## config.mk

```make
export PLATFORM = sky130hd
export DESIGN_NAME = afifo_burst_reader
export DESIGN_NICKNAME = d
export VERILOG_FILES = /design/src/rtl/afifo_burst_reader.sv
export SDC_FILE = /design/constraint.sdc
export NUM_CORES = 1
export LEC_CHECK = 0
export BUFFER_PORTS_ARGS = -buffer_cell sky130_fd_sc_hd__buf_4
export CAP_MARGIN = 40
export CELL_PAD_IN_SITES_DETAIL_PLACEMENT = 1
export CELL_PAD_IN_SITES_GLOBAL_PLACEMENT = 2
export CORE_MARGIN = 3
export CORE_UTILIZATION = 35
export CTS_CLUSTER_SIZE = 30
export DETAILED_ROUTE_END_ITERATION = 16
export HOLD_SLACK_MARGIN = 0.05
export PLACE_DENSITY_LB_ADDON = 0.1
export SLEW_MARGIN = 20
export SYNTH_ARGS = -nofsm -noshare
export SYNTH_HDL_FRONTEND = slang
export SYNTH_SLANG_ARGS = --single-unit
```

## constraint.sdc

```tcl
create_clock -name rclk -period 2.45 [get_ports rclk]
set_input_delay 0.1225 -clock rclk [delete_from_list [all_inputs] [get_ports rclk]]
set_output_delay 0.1225 -clock rclk [all_outputs]
set_load 0.01 [all_outputs]
```

## src/rtl/afifo_burst_reader.sv

```systemverilog
// Read-side burst consumer for the async FIFO: pops cmd_len words into a 2-entry skid buffer and streams them out.
// Optional stall abort is compiled in with `define FIFO_READER_TIMEOUT_EN.
module afifo_burst_reader #(
  parameter int Width         = 12,
  parameter int LenWidth      = 8,
  parameter int TimeoutCycles = 16
) (
  input  logic                rclk,
  input  logic                dirclr,
  input  logic                cmd_trigger,
  input  logic [LenWidth-1:0] cmd_len,
  output logic                cmd_ready,
  output logic                fifo_rtrigger,
  input  logic [Width-1:0]    fifo_rdata,
  input  logic                fifo_rok,
  output logic                out_valid,
  output logic [Width-1:0]    out_data,
  output logic                out_last,
  input  logic                out_ready,
  output logic                done,
`ifdef FIFO_READER_TIMEOUT_EN
  output logic                timeout,
`endif
  output logic [LenWidth-1:0] words_read
);

  if (TimeoutCycles < 1) begin : g_bad_timeout
    $error("afifo_burst_reader: TimeoutCycles must be >= 1");
  end

  typedef enum logic [1:0] {S_IDLE, S_READ, S_DONE} state_t;

  state_t              state_q, state_d;
  logic [LenWidth-1:0] remaining_q, remaining_d;
  logic [LenWidth-1:0] words_read_q, words_read_d;
  logic [1:0]          count_q, count_d;
  logic                wr_ptr_q, wr_ptr_d;
  logic                rd_ptr_q, rd_ptr_d;
  logic [Width-1:0]    buf_dat_q [2];
  logic [Width-1:0]    buf_dat_d [2];
  logic [1:0]          buf_last_q, buf_last_d;
  logic                push, pull;

`ifdef FIFO_READER_TIMEOUT_EN
  localparam int StallW = $clog2(TimeoutCycles + 1);
  logic [StallW-1:0] stall_q, stall_d;
  logic              timed_out_q, timed_out_d;
  assign timeout = (state_q == S_DONE) && timed_out_q;
`endif

  // Pop request depends only on flops, so out_ready/fifo_rok never reach it combinationally.
  assign fifo_rtrigger = (state_q == S_READ) && (remaining_q != '0) && (count_q != 2'd2);
  assign push          = fifo_rtrigger && fifo_rok;
  assign out_valid     = (count_q != 2'd0);
  assign pull          = out_valid && out_ready;
  assign out_data      = out_valid ? buf_dat_q[rd_ptr_q] : '0;
  assign out_last      = out_valid && buf_last_q[rd_ptr_q];
  assign cmd_ready     = (state_q == S_IDLE);
  assign done          = (state_q == S_DONE);
  assign words_read    = words_read_q;

  always_comb begin
    state_d      = state_q;
    remaining_d  = remaining_q;
    words_read_d = words_read_q;
    count_d      = count_q;
    wr_ptr_d     = wr_ptr_q;
    rd_ptr_d     = rd_ptr_q;
    buf_dat_d    = buf_dat_q;
    buf_last_d   = buf_last_q;
`ifdef FIFO_READER_TIMEOUT_EN
    stall_d      = stall_q;
    timed_out_d  = timed_out_q;
`endif

    if (push) begin
      buf_dat_d[wr_ptr_q]  = fifo_rdata;
      buf_last_d[wr_ptr_q] = (remaining_q == LenWidth'(1));
      wr_ptr_d             = ~wr_ptr_q;
      remaining_d          = remaining_q - LenWidth'(1);
      words_read_d         = words_read_q + LenWidth'(1);
    end
    if (pull) rd_ptr_d = ~rd_ptr_q;

    case ({push, pull})
      2'b10:   count_d = count_q + 2'd1;
      2'b01:   count_d = count_q - 2'd1;
      default: count_d = count_q;
    endcase

`ifdef FIFO_READER_TIMEOUT_EN
    // Abort by zeroing remaining: already-buffered words still drain, no out_last is ever tagged.
    if (push) begin
      stall_d = '0;
    end else if (fifo_rtrigger && !fifo_rok) begin
      if (stall_q == StallW'(TimeoutCycles - 1)) begin
        stall_d     = '0;
        remaining_d = '0;
        timed_out_d = 1'b1;
      end else begin
        stall_d = stall_q + StallW'(1);
      end
    end
`endif

    case (state_q)
      S_IDLE: begin
        if (cmd_trigger) begin
          words_read_d = '0;
          remaining_d  = cmd_len;
          state_d      = (cmd_len != '0) ? S_READ : S_DONE;
`ifdef FIFO_READER_TIMEOUT_EN
          stall_d      = '0;
          timed_out_d  = 1'b0;
`endif
        end
      end
      S_READ: begin
        if (pull && out_last && (remaining_q == '0)) state_d = S_DONE;
`ifdef FIFO_READER_TIMEOUT_EN
        if (timed_out_q && (count_q == 2'd0)) state_d = S_DONE;
`endif
      end
      S_DONE:  state_d = S_IDLE;
      default: state_d = S_IDLE;
    endcase
  end

  always_ff @(posedge rclk or posedge dirclr) begin
    if (dirclr) begin
      state_q      <= S_IDLE;
      remaining_q  <= '0;
      words_read_q <= '0;
      count_q      <= 2'd0;
      wr_ptr_q     <= 1'b0;
      rd_ptr_q     <= 1'b0;
      buf_dat_q[0] <= '0;
      buf_dat_q[1] <= '0;
      buf_last_q   <= 2'b00;
`ifdef FIFO_READER_TIMEOUT_EN
      stall_q      <= '0;
      timed_out_q  <= 1'b0;
`endif
    end else begin
      state_q      <= state_d;
      remaining_q  <= remaining_d;
      words_read_q <= words_read_d;
      count_q      <= count_d;
      wr_ptr_q     <= wr_ptr_d;
      rd_ptr_q     <= rd_ptr_d;
      buf_dat_q    <= buf_dat_d;
      buf_last_q   <= buf_last_d;
`ifdef FIFO_READER_TIMEOUT_EN
      stall_q      <= stall_d;
      timed_out_q  <= timed_out_d;
`endif
    end
  end

endmodule

```

==> metrics.md <==
| Metric | Value |
|---|---|
| Critical path data arrival time | `about 2400 ps` |
| GRT Residual Overflow | `0` |
| Final HPWL DP | `approximately 4.2 mm` |
| Critical path class | `reg2reg` |
| RSZ-0062 raised after global routing | `false` |
| Relative slew slack | `0.632` |
| CTS Buf Count | `5` |
| Setup Skew | `11.5 ps` |
| Proportion of synthesized chip area in sequential cells | `0.491` |
| # diodes | `0` |
| Post-synth EDFFs | `0` |
| Critical Path Sink Type | `register` |
| CTS tree | `yes` |
| Largest net degree at the start of global routing | `33` |
| Final Cycle Share | `0.912` |
| Combinational group share of total power | `0.459` |
| Yosys warnings | `0` |
| Placeable Area | `between 6000 and 7000 um^2` |
| Drt drc | `0` |
| Worst r2r src | `remaining_q[0]$_DFF_PP0_` |
| Number of global-route vias before repair | `a little under 2000` |
| Async S/R FF share, synth | `1.00` |
| Iter 0 DRT Violations | `45` |
| Power Density | `1180 nW/um^2` |
| GRT Overall Usage | `0.154` |
| Max-Cap Viols | `0` |
| # rows | `29` |
| Most used DFF post-synth | `dfrtp_1` |
| Synthesized instance count | `218` |
| Crit-path max FO | `13` |
| Routed vias/inst | `4.77` |
| Data required, critical path | `around 2600 ps` |
| Hold depth | `2` |
| Die area | `8030 um^2` |
| Sw frac | `0.351` |
| Net Sw Power | `approximately 1300 uW` |
| Crit path launch type | `register` |
| Static Leak | `around 0.0015 uW` |
| Worst-skew pair later-pin latency | `around 300 ps` |
| WHS | `around 60 ps` |
| Syn_nets | `~250` |
| CTS sink count | `48` |
| Sequential Power Share | `0.387` |
| Worst Hold Path EP | `buf_dat_q[15]$_DFFE_PP0P_` |
| Initial Util | `0.373` |
| Initial antenna violation count | `0` |
| Area Growth Syn to Fin | `26.9%` |
| Worst min path class | `in2reg` |
| Netlist cell types | `35` |
| Clock Path Buffers | `2` |
| Slew @ Worst Pin | `between 500 and 600 ps` |
| Tmin final | `around 2200 ps` |
| Final wirelength | `approximately 5.7 mm` |
| Clk network pwr share | `0.154` |
| Post-CTS setup buffer count | `0` |
| FF-to-FF End | `buf_dat_q[19]$_DFFE_PP0P_` |
| DR pass1 iterations | `4` |
| Hold Vio Cnt, Final | `0` |
| I/O pin cnt | `50` |
| Die height | `between 80 and 90 um` |
| VDD IR max | `around 0.42 mV` |
| Global-route wire length before repair | `roughly 9.5 mm` |
| Cell Int Power | `2380 uW` |
| Max Transition Viols Final | `0` |
| Post-route ant nets | `0` |
| Port Buffers | `just under 50` |
| Hold Path Origin | `fifo_rdata[3]` |
| Post-synthesis area per instance | `11.2 um^2` |
| Final #Nets | `about 310` |
| Gpl congestion | `between 0.7 and 0.8` |
| CTS Root Buffer Type | `clkbuf_8` |
| Max frequency | `around 450 MHz` |
| Worst-path clk slew | `~90 ps` |
| FF-to-FF path depth | `9` |
| Chip Width | `89.6 um` |
| # setup viols final | `0` |
| Max H-tree Level | `2` |
| Total number of vias | `about 1800` |
| FF-to-FF setup slack | `roughly 220 ps` |
| Setup TNS | `0 ps` |
| Synthesized area | `between 2000 and 2500 um^2` |
| Most common cell after layout, fill and taps aside | `buf_4` |
| Per-cell routed wire length | `15.2 um` |
| Share of layout cells above drive strength 1 | `0.332` |
| #FFs+latches synth | `48` |
| Outcome | `completed` |
| Most frequent cells in the layout | `buf_4 (55), dfrtp_1 (48), nor2_1 (26), nand2_1 (19), mux2_2 (16)` |
## critical path: stages (launching register included)
cell and delay, ps:
dfrtp_1 410, inv_1 100, ha_1 210, nor4b_2 170, nand2_1 80, and2_1 280
inv_2 170, nor2_2 100, buf_4 260, mux2_2 360
## metal layers
layer	vias up	wire length [um]	GRT usage
met1	861	2720	0.198
li1	873	-	-
met4	0	67	0.0460
met3	6	259	0.0319
met5	-	0	0
met2	40	2640	0.261
## worst max-delay path by stage
stage	startpoint	to	slack (ps)	cells after the start
3_3_place_gp	remaining_q[0]$_DFF_PP0_	buf_dat_q[15]$_DFFE_PP0P_	270	9
2_1_floorplan	remaining_q[0]$_DFF_PP0_	count_q[1]$_DFFE_PP0P_	360	11
3_5_place_dp	remaining_q[0]$_DFF_PP0_	buf_dat_q[17]$_DFFE_PP0P_	160	9
4_1_cts	remaining_q[0]$_DFF_PP0_	buf_dat_q[18]$_DFFE_PP0P_	160	9
6_report	remaining_q[0]$_DFF_PP0_	buf_dat_q[19]$_DFFE_PP0P_	220	9
5_1_grt	remaining_q[0]$_DFF_PP0_	buf_dat_q[23]$_DFFE_PP0P_	50	9
## Yosys cell counts, types with 5 or more instances
master / number / share of area
ha_1: 5 / 0.026
mux2_2: 16 / 0.074
dfrtp_1: 48 / 0.49
nand3_1: 6 / 0.012
mux2_4: 10 / 0.061
nand2_1: 19 / 0.029
xnor2_1: 11 / 0.039
nor2_1: 26 / 0.040
mux2i_1: 14 / 0.057
o21ai_0: 5 / 0.010
inv_1: 5 / 0.0077
## kinds of logic (layout without fill, tap and decap cells)
kind of cell    after synthesis  after routing  share of synthesized area
compound gates               13             13                     0.0312
xor+xnor                     15             15                     0.0537
fa+ha+maj                     5              5                     0.0256
buf+inv                      15             77                     0.0353
flops                        48             48                      0.491
mux                          40             40                      0.192
simple gates                 82             82                      0.171
## through the flow
stage / util / cell area [um^2] / instances / power (uW) / setup WS [ps]
after floorplan: - / 2450 / 218 / 2510 / 356
after global placement: 0.444 / 2910 / 357 / 3090 / 273
after detailed placement: 0.444 / 2910 / 357 / 3130 / 165
after CTS: 0.468 / 3070 / 370 / 3710 / 162
after global routing: 0.473 / 3110 / 373 / 3960 / 46.9
final: 0.473 / 3110 / 373 / 3670 / 217
## power by group through the flow
| stage | clock (uW) | sequential [uW] | combinational, uW |
|---|---|---|---|
| 2_1_floorplan | 0 | 1350 | 1160 |
| 3_3_place_gp | 0 | 1420 | 1670 |
| 3_5_place_dp | 0 | 1430 | 1690 |
| 4_1_cts | 586 | 1420 | 1710 |
| 5_1_grt | 619 | 1470 | 1870 |
| 6_report | 565 | 1420 | 1680 |
## layout make-up
type                       count  area, um^2
clock buffer                   6        72.6
clock inverter                 2        35.0
fill                         737        3460
inverter                       6        22.5
multi-input combinational    155        1170
sequential                    48        1200
tap                           93         116
timing repair buffer          63         493
## what timing repair did
action	4_1_cts	5_1_grt
endpoints found under the setup margin	0	14
hold buffers	5	3
endpoints found under the hold margin	20	3
resized for setup	0	1
## sequential cells by signal (all words and copies together), names as in the netlist
register	count
words_read	8
rd_ptr_q	1
wr_ptr_q	1
count_q	2
remaining_q	8
buf_last_q	2
buf_dat_q	24
state_q	2
Power figures use the tool's default switching activity.
